==> config.mk <==
export PLATFORM = sky130hd
export DESIGN_NAME = pipeline_idc_queue
export DESIGN_NICKNAME = d
export VERILOG_FILES = /design/src/rtl/pipeline_idc_queue_pkg.sv /design/src/rtl/pipeline_idc_queue_decode.sv /design/src/rtl/pipeline_idc_queue.sv
export SDC_FILE = /design/constraint.sdc
export NUM_CORES = 1
export LEC_CHECK = 0
export BUFFER_PORTS_ARGS = -buffer_cell sky130_fd_sc_hd__buf_2
export CORE_UTILIZATION = 35
export CTS_BUF_LIST = sky130_fd_sc_hd__clkbuf_2
export CTS_CLUSTER_DIAMETER = 120
export DETAILED_ROUTE_END_ITERATION = 8
export HOLD_SLACK_MARGIN = 0.12
export SYNTH_ARGS = -nofsm -noshare
export SYNTH_HDL_FRONTEND = slang
export SYNTH_SLANG_ARGS = --single-unit
==> constraint.sdc <==
create_clock -name clk -period 13 [get_ports clk]
set_clock_uncertainty 0.1 [all_clocks]
set_input_delay 1.95 -clock clk [delete_from_list [all_inputs] [get_ports clk]]
set_output_delay 1.95 -clock clk [all_outputs]
set_load 0.01 [all_outputs]
==> src/rtl/pipeline_idc_queue_pkg.sv <==
// Shared types and constants for the IDC bundle queue: field widths, the decoded
// bundle payload, opcode/ALU encodings and small decode helpers.
package pipeline_idc_pkg;

  localparam int unsigned REG_W      = 5;
  localparam int unsigned ALU_CTRL_W = 4;
  localparam int unsigned BR_W       = 3;
  localparam int unsigned WR_SEL_W   = 2;
  localparam int unsigned DM_CTRL_W  = 3;
  // pc/imm are carried at the widest supported XLEN; the queue truncates on output
  localparam int unsigned IDC_XLEN   = 64;

  localparam logic [6:0] OP_LUI    = 7'b0110111;
  localparam logic [6:0] OP_AUIPC  = 7'b0010111;
  localparam logic [6:0] OP_JAL    = 7'b1101111;
  localparam logic [6:0] OP_JALR   = 7'b1100111;
  localparam logic [6:0] OP_BRANCH = 7'b1100011;
  localparam logic [6:0] OP_LOAD   = 7'b0000011;
  localparam logic [6:0] OP_STORE  = 7'b0100011;
  localparam logic [6:0] OP_IMM    = 7'b0010011;
  localparam logic [6:0] OP_REG    = 7'b0110011;
  localparam logic [6:0] OP_SYSTEM = 7'b1110011;

  localparam logic [ALU_CTRL_W-1:0] ALU_ADD   = 4'd0;
  localparam logic [ALU_CTRL_W-1:0] ALU_SUB   = 4'd1;
  localparam logic [ALU_CTRL_W-1:0] ALU_SLL   = 4'd2;
  localparam logic [ALU_CTRL_W-1:0] ALU_SLT   = 4'd3;
  localparam logic [ALU_CTRL_W-1:0] ALU_SLTU  = 4'd4;
  localparam logic [ALU_CTRL_W-1:0] ALU_XOR   = 4'd5;
  localparam logic [ALU_CTRL_W-1:0] ALU_SRL   = 4'd6;
  localparam logic [ALU_CTRL_W-1:0] ALU_SRA   = 4'd7;
  localparam logic [ALU_CTRL_W-1:0] ALU_OR    = 4'd8;
  localparam logic [ALU_CTRL_W-1:0] ALU_AND   = 4'd9;
  localparam logic [ALU_CTRL_W-1:0] ALU_COPYB = 4'd10;

  localparam logic [WR_SEL_W-1:0] WB_NONE = 2'd0;
  localparam logic [WR_SEL_W-1:0] WB_ALU  = 2'd1;
  localparam logic [WR_SEL_W-1:0] WB_MEM  = 2'd2;
  localparam logic [WR_SEL_W-1:0] WB_PC4  = 2'd3;

  typedef struct packed {
    logic [REG_W-1:0]      rd;
    logic [REG_W-1:0]      rs1;
    logic [REG_W-1:0]      rs2;
    logic [IDC_XLEN-1:0]   imm;
    logic [IDC_XLEN-1:0]   pc;
    logic                  rf_wr_en;
    logic                  do_jump;
    logic                  is_branch;
    logic                  is_debug;
    logic                  alu_a_sel;
    logic                  alu_b_sel;
    logic [ALU_CTRL_W-1:0] alu_ctrl;
    logic [BR_W-1:0]       br_type;
    logic [WR_SEL_W-1:0]   rf_wr_sel;
    logic [DM_CTRL_W-1:0]  dm_rd_ctrl;
    logic [DM_CTRL_W-1:0]  dm_wr_ctrl;
  } idc_bundle_t;

  localparam idc_bundle_t IDC_BUBBLE = '0;

  // ALU op from funct3; alt selects SUB/SRA
  function automatic logic [ALU_CTRL_W-1:0] alu_op(input logic [2:0] funct3, input logic alt);
    logic [ALU_CTRL_W-1:0] op;
    op = ALU_ADD;
    case (funct3)
      3'b000: op = alt ? ALU_SUB : ALU_ADD;
      3'b001: op = ALU_SLL;
      3'b010: op = ALU_SLT;
      3'b011: op = ALU_SLTU;
      3'b100: op = ALU_XOR;
      3'b101: op = alt ? ALU_SRA : ALU_SRL;
      3'b110: op = ALU_OR;
      default: op = ALU_AND;
    endcase
    return op;
  endfunction

  // Branch type: 0 none, 1 beq, 2 bne, 3 blt, 4 bge, 5 bltu, 6 bgeu
  function automatic logic [BR_W-1:0] br_type_of(input logic [2:0] funct3);
    logic [BR_W-1:0] bt;
    bt = '0;
    case (funct3)
      3'b000: bt = 3'd1;
      3'b001: bt = 3'd2;
      3'b100: bt = 3'd3;
      3'b101: bt = 3'd4;
      3'b110: bt = 3'd5;
      3'b111: bt = 3'd6;
      default: bt = '0;
    endcase
    return bt;
  endfunction

endpackage

==> src/rtl/pipeline_idc_queue_decode.sv <==
// Instruction decode for the IDC queue: imm (immediate generator), ctrl (control
// decoder) and idc_decode, which packs both into an idc_bundle_t.
import pipeline_idc_pkg::*;

module imm (
  input  logic [31:0] inst,
  output logic [63:0] out
);

  // Sign-extended immediate selected by instruction format
  always_comb begin
    out = '0;
    case (inst[6:0])
      OP_IMM, OP_LOAD, OP_JALR, OP_SYSTEM:
        out = {{52{inst[31]}}, inst[31:20]};
      OP_STORE:
        out = {{52{inst[31]}}, inst[31:25], inst[11:7]};
      OP_BRANCH:
        out = {{51{inst[31]}}, inst[31], inst[7], inst[30:25], inst[11:8], 1'b0};
      OP_LUI, OP_AUIPC:
        out = {{32{inst[31]}}, inst[31:12], 12'b0};
      OP_JAL:
        out = {{43{inst[31]}}, inst[31], inst[19:12], inst[20], inst[30:21], 1'b0};
      default:
        out = '0;
    endcase
  end

endmodule

module ctrl (
  input  logic [31:0]           inst,
  output logic                  rf_wr_en,
  output logic                  do_jump,
  output logic                  is_branch,
  output logic                  is_debug,
  output logic                  alu_a_sel,
  output logic                  alu_b_sel,
  output logic [ALU_CTRL_W-1:0] alu_ctrl,
  output logic [BR_W-1:0]       br_type,
  output logic [WR_SEL_W-1:0]   rf_wr_sel,
  output logic [DM_CTRL_W-1:0]  dm_rd_ctrl,
  output logic [DM_CTRL_W-1:0]  dm_wr_ctrl
);

  logic [2:0] funct3;
  assign funct3 = inst[14:12];

  // Control signals per opcode; alu_a_sel=1 picks pc, alu_b_sel=1 picks imm
  always_comb begin
    rf_wr_en   = 1'b0;
    do_jump    = 1'b0;
    is_branch  = 1'b0;
    is_debug   = 1'b0;
    alu_a_sel  = 1'b0;
    alu_b_sel  = 1'b0;
    alu_ctrl   = ALU_ADD;
    br_type    = '0;
    rf_wr_sel  = WB_NONE;
    dm_rd_ctrl = '0;
    dm_wr_ctrl = '0;
    case (inst[6:0])
      OP_LUI: begin
        rf_wr_en = 1'b1; alu_b_sel = 1'b1; alu_ctrl = ALU_COPYB; rf_wr_sel = WB_ALU;
      end
      OP_AUIPC: begin
        rf_wr_en = 1'b1; alu_a_sel = 1'b1; alu_b_sel = 1'b1; rf_wr_sel = WB_ALU;
      end
      OP_JAL: begin
        rf_wr_en = 1'b1; do_jump = 1'b1; alu_a_sel = 1'b1; alu_b_sel = 1'b1; rf_wr_sel = WB_PC4;
      end
      OP_JALR: begin
        rf_wr_en = 1'b1; do_jump = 1'b1; alu_b_sel = 1'b1; rf_wr_sel = WB_PC4;
      end
      OP_BRANCH: begin
        is_branch = 1'b1; alu_a_sel = 1'b1; alu_b_sel = 1'b1; br_type = br_type_of(funct3);
      end
      OP_LOAD: begin
        rf_wr_en = 1'b1; alu_b_sel = 1'b1; rf_wr_sel = WB_MEM;
        dm_rd_ctrl = (funct3 == 3'b111) ? 3'd0 : 3'(funct3 + 3'd1);
      end
      OP_STORE: begin
        alu_b_sel = 1'b1;
        dm_wr_ctrl = funct3[2] ? 3'd0 : 3'(funct3 + 3'd1);
      end
      OP_IMM: begin
        rf_wr_en = 1'b1; alu_b_sel = 1'b1; rf_wr_sel = WB_ALU;
        alu_ctrl = alu_op(funct3, (funct3 == 3'b101) & inst[30]);
      end
      OP_REG: begin
        rf_wr_en = 1'b1; rf_wr_sel = WB_ALU;
        alu_ctrl = alu_op(funct3, inst[30]);
      end
      OP_SYSTEM: begin
        // ebreak enters debug; other system ops decode as no-ops here
        is_debug = (inst[31:7] == 25'h0002000);
      end
      default: ;
    endcase
  end

endmodule

module idc_decode #(
  parameter int unsigned XLEN = 64
) (
  input  logic [31:0]     instruction_IF,
  input  logic [XLEN-1:0] pc_IFR,
  output idc_bundle_t     bundle
);

  logic [63:0]           imm_full;
  logic                  rf_wr_en, do_jump, is_branch, is_debug, alu_a_sel, alu_b_sel;
  logic [ALU_CTRL_W-1:0] alu_ctrl;
  logic [BR_W-1:0]       br_type;
  logic [WR_SEL_W-1:0]   rf_wr_sel;
  logic [DM_CTRL_W-1:0]  dm_rd_ctrl, dm_wr_ctrl;

  imm u_imm (.inst(instruction_IF), .out(imm_full));

  ctrl u_ctrl (
    .inst       (instruction_IF),
    .rf_wr_en   (rf_wr_en),
    .do_jump    (do_jump),
    .is_branch  (is_branch),
    .is_debug   (is_debug),
    .alu_a_sel  (alu_a_sel),
    .alu_b_sel  (alu_b_sel),
    .alu_ctrl   (alu_ctrl),
    .br_type    (br_type),
    .rf_wr_sel  (rf_wr_sel),
    .dm_rd_ctrl (dm_rd_ctrl),
    .dm_wr_ctrl (dm_wr_ctrl)
  );

  // Pack raw register fields, immediate, pc and control into one bundle
  always_comb begin
    bundle            = IDC_BUBBLE;
    bundle.rd         = instruction_IF[11:7];
    bundle.rs1        = instruction_IF[19:15];
    bundle.rs2        = instruction_IF[24:20];
    bundle.imm        = IDC_XLEN'(imm_full[XLEN-1:0]);
    bundle.pc         = IDC_XLEN'(pc_IFR);
    bundle.rf_wr_en   = rf_wr_en;
    bundle.do_jump    = do_jump;
    bundle.is_branch  = is_branch;
    bundle.is_debug   = is_debug;
    bundle.alu_a_sel  = alu_a_sel;
    bundle.alu_b_sel  = alu_b_sel;
    bundle.alu_ctrl   = alu_ctrl;
    bundle.br_type    = br_type;
    bundle.rf_wr_sel  = rf_wr_sel;
    bundle.dm_rd_ctrl = dm_rd_ctrl;
    bundle.dm_wr_ctrl = dm_wr_ctrl;
  end

endmodule

==> src/rtl/pipeline_idc_queue.sv <==
// DEPTH-entry FIFO of decoded instruction bundles between IF and EX, with
// valid/ready on both sides and a synchronous flush.
// Optional macro PIPELINE_IDC_BYPASS_EN: an empty queue forwards the freshly
// decoded bundle to the outputs in the same cycle.
import pipeline_idc_pkg::*;

module pipeline_idc_queue #(
  parameter  int unsigned XLEN  = 64,
  parameter  int unsigned DEPTH = 2,
  localparam int unsigned CNT_W = $clog2(DEPTH + 1)
) (
  input  logic                  clk,
  input  logic                  reset,
  input  logic                  flush,
  input  logic                  in_valid,
  output logic                  in_ready,
  input  logic [31:0]           instruction_IF,
  input  logic [XLEN-1:0]       pc_IFR,
  output logic                  out_valid,
  input  logic                  out_ready,
  output logic [REG_W-1:0]      rd_ID,
  output logic [REG_W-1:0]      rs1_IDC,
  output logic [REG_W-1:0]      rs2_IDC,
  output logic [XLEN-1:0]       imm_ID,
  output logic [XLEN-1:0]       pc_IDC,
  output logic                  rf_wr_en,
  output logic                  do_jump,
  output logic                  is_branch,
  output logic                  is_debug,
  output logic                  alu_a_sel,
  output logic                  alu_b_sel,
  output logic [ALU_CTRL_W-1:0] alu_ctrl,
  output logic [BR_W-1:0]       BrType,
  output logic [WR_SEL_W-1:0]   rf_wr_sel,
  output logic [DM_CTRL_W-1:0]  dm_rd_ctrl,
  output logic [DM_CTRL_W-1:0]  dm_wr_ctrl,
  output logic [CNT_W-1:0]      count
);

  localparam int unsigned PTR_W = $clog2(DEPTH);

  idc_bundle_t       dec_bundle;
  idc_bundle_t       head_bundle;
  idc_bundle_t       out_bundle;
  idc_bundle_t       mem [DEPTH];
  logic [PTR_W-1:0]  wr_ptr, rd_ptr;
  logic [CNT_W-1:0]  count_q;
  logic              empty, full, do_enq, do_deq;
`ifdef PIPELINE_IDC_BYPASS_EN
  logic              bypass;
`endif

  idc_decode #(.XLEN(XLEN)) u_decode (
    .instruction_IF (instruction_IF),
    .pc_IFR         (pc_IFR),
    .bundle         (dec_bundle)
  );

  // Handshake qualification and head selection; full/empty come from count only
  always_comb begin
    empty    = (count_q == '0);
    full     = (count_q == CNT_W'(DEPTH));
    in_ready = ~full;
`ifdef PIPELINE_IDC_BYPASS_EN
    bypass      = empty & in_valid & ~flush;
    out_valid   = ~empty | bypass;
    head_bundle = bypass ? dec_bundle : mem[rd_ptr];
    do_enq      = in_valid & ~full & ~flush & ~(bypass & out_ready);
    do_deq      = ~empty & out_ready & ~flush;
`else
    out_valid   = ~empty;
    head_bundle = mem[rd_ptr];
    do_enq      = in_valid & ~full & ~flush;
    do_deq      = ~empty & out_ready & ~flush;
`endif
    out_bundle  = out_valid ? head_bundle : IDC_BUBBLE;
  end

  // Pointer and occupancy registers; flush clears them, reset wins over flush
  always_ff @(posedge clk or posedge reset) begin
    if (reset) begin
      wr_ptr  <= '0;
      rd_ptr  <= '0;
      count_q <= '0;
    end else if (flush) begin
      wr_ptr  <= '0;
      rd_ptr  <= '0;
      count_q <= '0;
    end else begin
      if (do_enq) wr_ptr <= PTR_W'(wr_ptr + PTR_W'(1));
      if (do_deq) rd_ptr <= PTR_W'(rd_ptr + PTR_W'(1));
      case ({do_enq, do_deq})
        2'b10:   count_q <= CNT_W'(count_q + CNT_W'(1));
        2'b01:   count_q <= CNT_W'(count_q - CNT_W'(1));
        default: count_q <= count_q;
      endcase
    end
  end

  // Bundle storage; contents are never visible while the slot is unoccupied
  always_ff @(posedge clk) begin
    if (do_enq) mem[wr_ptr] <= dec_bundle;
  end

  assign rd_ID      = out_bundle.rd;
  assign rs1_IDC    = out_bundle.rs1;
  assign rs2_IDC    = out_bundle.rs2;
  assign imm_ID     = out_bundle.imm[XLEN-1:0];
  assign pc_IDC     = out_bundle.pc[XLEN-1:0];
  assign rf_wr_en   = out_bundle.rf_wr_en;
  assign do_jump    = out_bundle.do_jump;
  assign is_branch  = out_bundle.is_branch;
  assign is_debug   = out_bundle.is_debug;
  assign alu_a_sel  = out_bundle.alu_a_sel;
  assign alu_b_sel  = out_bundle.alu_b_sel;
  assign alu_ctrl   = out_bundle.alu_ctrl;
  assign BrType     = out_bundle.br_type;
  assign rf_wr_sel  = out_bundle.rf_wr_sel;
  assign dm_rd_ctrl = out_bundle.dm_rd_ctrl;
  assign dm_wr_ctrl = out_bundle.dm_wr_ctrl;
  assign count      = count_q;

endmodule

==> metrics, run 1 <==
status=complete, no violations; H-tree levels=3; Seq/Total Area, Yosys=0.700; EDFF count, synth=264; largest net degree at the start of global routing=76; slew margin rel.=0.220; most frequent cells in the layout=buf_2 (268), edfxtp_1 (264), nor2_1 (141), mux2i_1 (134), clkbuf_2 (100); post-synth top area share=0.691; GPL Wtd Cong=0.756; vias in the first global route=7170; DR iter-0 viols=399; number of port buffers=268; #FFs+latches synth=268; main flop type after synthesis=edfxtp_1; Req. time, crit path=approximately 11 ns; synth top area cells=edfxtp_1 (69%), mux2i_1 (12%), nor2_1 (4.6%); Final period util=0.421; Fillers=approximately 3100; area growth from synthesis to layout=19.0%; Starting Density=0.360; placed inst area=0.0130 sq mm; RR Startpoint=count[1]$_DFFE_PP0P_; Hold Crit Class=reg2reg; ys async rst share=0.0149; 1st-pass router iterations=5; clock-pin slew on the worst setup and hold paths=around 0.1 ns; Total Neg Setup Slack=0 ns; P_leak=5.35 nW; worst path arrival time=3.42 ns; min cycle time layout=5.47 ns; sequential cell area=0.00803 sq mm; CP Class=reg2out; Worst-Skew Late Latency=0.78 ns; Max-Cap Viols=0; clk sinks=268; first-pass GRT wire length=39.5 mm; post-route antenna net violation count=0; r2r setup slk=between 9 and 10 ns; postcts setup bufs=0; kind of start point of the critical path=flip-flop; CP endpoint kind=primary output; Worst Setup SP=count[0]$_DFFE_PP0P_; core footprint=approximately 0.032 sq mm; Mapped Nets=884; Pint=around 0.0013 W; RSZ-0062 raised after global routing=false; chip height=about 180 microns; reg2reg end=mem[1][51]$_DFFE_PP_; TritonCTS clock tree=done; switching part of the total=0.269; Clock Path Buffers=3; # IOs=269; via count=between 7000 and 8000; commonest non-fill, non-tap cell in the layout=buf_2; CP max FO=75; share of cells above drive strength 1=0.360; die width=183 microns; fin. max-slew vios=0; Worst Reg2Reg Path Length in Cells=6; Final Cell Area=0.0137 sq mm; area of the multi-input gates=~0.003 sq mm; hold path start=wr_ptr$_DFFE_PP0P_; Synth Warn #=0; gr ovfl total=0; DRC=0; Vias/cell=about 4.7; Synth Instances=776; sequential share of power=0.555; Gate power share=0.116; Worst setup endpoint=pc_IDC[24]; NetSw=0.000481 W; HPWL after DPL=17.3 mm; syn_area_per_cell=14.8 sq um; worst vdd ir=0.0560 mV; Die ar.=~0.034 sq mm; final hold vios=0; CTS resizes=0; CTS Root Cell=clkbuf_2; synthesized cell area=0.0115 sq mm; total wire length=26.4 mm; CTS Buf Count=72; CTS Hold Bufs=0; drt wl/cell=17.1 microns; Final nets=1162; Clk pwr share=0.330; Fmax achieved=183 MHz; largest area contributor in the netlist=edfxtp_1; Power Dens Cells=131 mW/mm^2; final setup fails=0; Distinct cells, synth=52; row count=65; worst slew pin tran=1.16 ns; gr usage total=0.155; initial antenna violation count=3
-- worst max-delay path, stage by stage, from the launching register on --
cell and delay [ns]:
dfrtp_1 0.48, nor2_4 0.51, buf_4 0.46, buf_4 0.73, nor2_1 0.16, buf_2 0.19
-- logic make-up after synthesis --
family | count (synthesis) | synth area share
simple gates | 217 | 0.0876
buf+inv | 84 | 0.0435
compound gates | 63 | 0.0418
xor+xnor | 2 | 0.00153
mux | 135 | 0.118
fa+ha+maj | 7 | 0.00763
flops | 268 | 0.700
-- flip-flops by register name (all words and copies together), names as in the netlist --
register / count
rd_ptr: 1
mem: 264
count: 2
wr_ptr: 1
-- synth_stat cells (all sizes together) (2+ instances only) --
cell / n
a211oi: 4
a21o: 11
a21oi: 11
a22oi: 3
a31oi: 2
and2: 5
and3: 4
and4b: 3
buf: 66
clkbuf: 7
dfrtp: 4
edfxtp: 264
ha: 7
inv: 11
mux2i: 135
nand2: 14
nand3: 6
nand3b: 4
nand4: 2
nand4b: 2
nor2: 143
nor2b: 6
nor3: 4
nor3b: 10
nor4: 6
nor4b: 2
o21ai: 8
o2bb2ai: 16
or3: 2
xor2: 2
-- through the flow --
stage / hold WS, ns / util / cells / total power [W] / setup slack (ns)
6_report: 0.502 / 0.428 / 1541 / 0.00179 / 7.53
2_1_floorplan: 0.430 / - / 776 / 0.00115 / 0.546
3_5_place_dp: 0.479 / 0.407 / 1415 / 0.00122 / 7.61
5_1_grt: 0.550 / 0.428 / 1540 / 0.00188 / 7.14
4_1_cts: 0.498 / 0.428 / 1538 / 0.00182 / 7.35
3_3_place_gp: 0.475 / 0.407 / 1415 / 0.00122 / 7.66
-- power groups by stage --
| stage | logic (W) | clock network (W) | registers (W) |
|---|---|---|---|
| 3_3_place_gp | 0.000210 | 0 | 0.00101 |
| 6_report | 0.000207 | 0.000589 | 0.000990 |
| 2_1_floorplan | 0.000137 | 0 | 0.00101 |
| 5_1_grt | 0.000227 | 0.000661 | 0.000993 |
| 3_5_place_dp | 0.000211 | 0 | 0.00101 |
| 4_1_cts | 0.000212 | 0.000620 | 0.000991 |
-- how the worst min path moves through the flow --
stage,endpoint,slack (ns),depth (start not counted)
floorplan,wr_ptr$_DFFE_PP0P_,0.43,2
global placement,wr_ptr$_DFFE_PP0P_,0.48,2
detailed placement,wr_ptr$_DFFE_PP0P_,0.48,2
CTS,wr_ptr$_DFFE_PP0P_,0.50,2
global route,wr_ptr$_DFFE_PP0P_,0.55,2
finish,wr_ptr$_DFFE_PP0P_,0.50,2
-- layout make-up --
cell class | count | share of cell area
sequential | 268 | 0.588
multi-input combinational | 424 | 0.217
timing repair buffer | 277 | 0.103
tap | 435 | 0.0399
clock buffer | 100 | 0.0367
clock inverter | 23 | 0.0115
inverter | 11 | 0.00302
antenna | 3 | 0.000550
-- metal layers --
layer | global-route usage | vias to the layer above | share of wire
li1 | - | 3458 | -
met1 | 0.195 | 3496 | 0.43
met2 | 0.252 | 236 | 0.49
met3 | 0.0445 | 29 | 0.067
met4 | 0.0590 | 0 | 0.015
met5 | 0 | - | 0
Power figures use the tool's default switching activity.
==> inputs of run 2 (changes only) <==
==> constraint.sdc (replaced) <==
create_clock -name clk -period 4.9 [get_ports clk]
set_clock_uncertainty 0.1 [all_clocks]
set_input_delay 0.735 -clock clk [delete_from_list [all_inputs] [get_ports clk]]
set_output_delay 0.735 -clock clk [all_outputs]
set_load 0.01 [all_outputs]
==> run 2 against run 1 <==
  * Worst setup slack worse by 6.3 ns
  * Wire length increased by 4.7%
  * Largest cell class unchanged
  * Global-route usage rose by 0.90 points
  * Count of clock-buffer cells in the layout is 2 higher
  * Largest power group unchanged
  * Highest routed layer unchanged
  * Total power rose to 2.6 times the previous value
  * Clock power increased by 140%
==> metrics, run 2 (synthesis results as in run 1) <==
chip height=183 microns; number of port buffers=268; drt wl/cell=17.0 microns; worst vdd ir=0.172 mV; core footprint=0.0319 sq mm; vias in the first global route=approximately 7700; initial antenna violation count=1; via count=7581; worst path buffer plus inverter count=2; DR iter-0 viols=480; CTS resizes=0; post-route antenna net violation count=0; CTS Buf Count=slightly above 70; die width=183 microns; worst path arrival time=between 2 and 3 ns; P_leak=5.74 nW; Worst-Skew Late Latency=0.82 ns; worst slew pin tran=0.966 ns; r2r setup slk=2.57 ns; Max-Cap Viols=0; Fmax achieved=273 MHz; commonest non-fill, non-tap cell in the layout=buf_2; Die ar.=0.0335 sq mm; H-tree levels=3; Final period util=0.749; slew margin rel.=0.356; fin. max-slew vios=0; DRC=0; Top delay family on crit path=flip-flops; first-pass GRT wire length=41.5 mm; GPL Wtd Cong=about 0.80; kind of start point of the critical path=flip-flop; Total Neg Setup Slack=0 ns; Clock Path Buffers=3; final hold vios=0; Power Dens Cells=about 320 mW/mm^2; Vias/cell=roughly 4.7; DP Cell Count=1418; total wire length=about 28 mm; reg2reg end=mem[0][87]$_DFFE_PP_; cells along the critical path=buf_4, mux2i_1, nor2_1, buf_2; # IOs=269; Non-Filler Instances=1629; status=complete, no violations; RR Startpoint=count[1]$_DFFE_PP0P_; clk sinks=268; HPWL after DPL=17.4 mm; Hold Crit Class=in2async; Largest register FFs=264; area growth from synthesis to layout=27.2%; min cycle time layout=3.67 ns; RSZ-0062 raised after global routing=false; row count=65; gr usage total=0.164; CP Class=reg2out; gr ovfl total=0; Starting Density=0.360; TritonCTS clock tree=done; most flop-heavy register=mem; Crit-path slowest cell=dfrtp_4; CP endpoint kind=primary output; CTS Root Cell=clkbuf_2; largest stage delay on the critical path=1.02 ns; final setup fails=0; Final nets=approximately 1300; 1st-pass router iterations=5; share of cells above drive strength 1=0.335; CP max FO=48; clock-pin slew on the worst setup and hold paths=0.09 ns; Worst Reg2Reg Path Length in Cells=5; most frequent cells in the layout=buf_2 (268), edfxtp_1 (264), nor2_1 (141), mux2i_1 (134), clkbuf_2 (102); largest net degree at the start of global routing=91; Req. time, crit path=4.07 ns
## run 2: cell count changes in the layout (fill, tap and decap cells not counted), moves of 2 or more
cell	delta
clkbuf_2	+2
clkinvlp_4	+3
clkinv_4	-3
clkinv_1	-7
buf_12	+4
diode_2	-2
bufinv_16	-2
dlygate4sd3_1	+94
## run 2: how the worst max path moves through the flow
stage                         startpoint             endpoint  slack, ns  cells past startpoint
finish                rd_ptr$_DFFE_PP0P_              do_jump       1.23                      4
global route          rd_ptr$_DFFE_PP0P_            pc_IDC[4]       1.02                      4
CTS                   rd_ptr$_DFFE_PP0P_              do_jump       1.12                      4
detailed placement    rd_ptr$_DFFE_PP0P_            pc_IDC[4]       2.10                      4
global placement      rd_ptr$_DFFE_PP0P_            pc_IDC[2]       2.13                      4
floorplan           count[1]$_DFFE_PP0P_  mem[1][0]$_DFFE_PP_      -1.71                      4
## run 2: worst register-to-register path, cell delays in order (launching register included)
cell	delay [ns]
dfrtp_1	0.48
nor2b_1	0.19
inv_1	0.11
nand2_1	0.14
nor3_4	0.15
buf_4	0.72
## run 2: cell type report
cell class | instances | area [sq um]
multi-input combinational | 424 | 2970
tap | 435 | 544
clock inverter | 14 | 66.3
antenna | 1 | 2.50
sequential | 268 | 8030
timing repair buffer | 374 | 2420
fill | 2947 | 17300
clock buffer | 102 | 510
inverter | 11 | 41.3
## run 2: metrics by stage
stage / total power [W] / area (sq um) / util / hold WS [ns] / worst slack (ns)
after floorplan: 0.00304 / 11500 / - / 0.401 / -1.71
after global placement: 0.00324 / 13100 / 0.410 / 0.507 / 2.13
after detailed placement: 0.00325 / 13100 / 0.410 / 0.525 / 2.10
after CTS: 0.00477 / 14600 / 0.458 / 0.140 / 1.12
after global routing: 0.00493 / 14600 / 0.458 / 0.202 / 1.02
final: 0.00467 / 14600 / 0.458 / 0.271 / 1.23
## run 2: where the power goes
group	internal, W	total [W]	switching, W
Combinational	0.000266	0.000615	0.000349
Clock	0.000552	0.00143	0.000875
Sequential	0.00259	0.00263	0.0000386
## run 2: metal layers
metal,global-route usage,up-vias,wire length [microns]
li1,-,3636,-
met1,0.191,3639,11600
met2,0.277,253,13600
met3,0.0461,53,1630
met4,0.0823,0,809
met5,0,-,0
## run 2: repair_timing
item | in CTS | in global routing
buffers inserted | 0 | 0
endpoints found under the hold margin | 232 | 0
hold buffers | 94 | 0
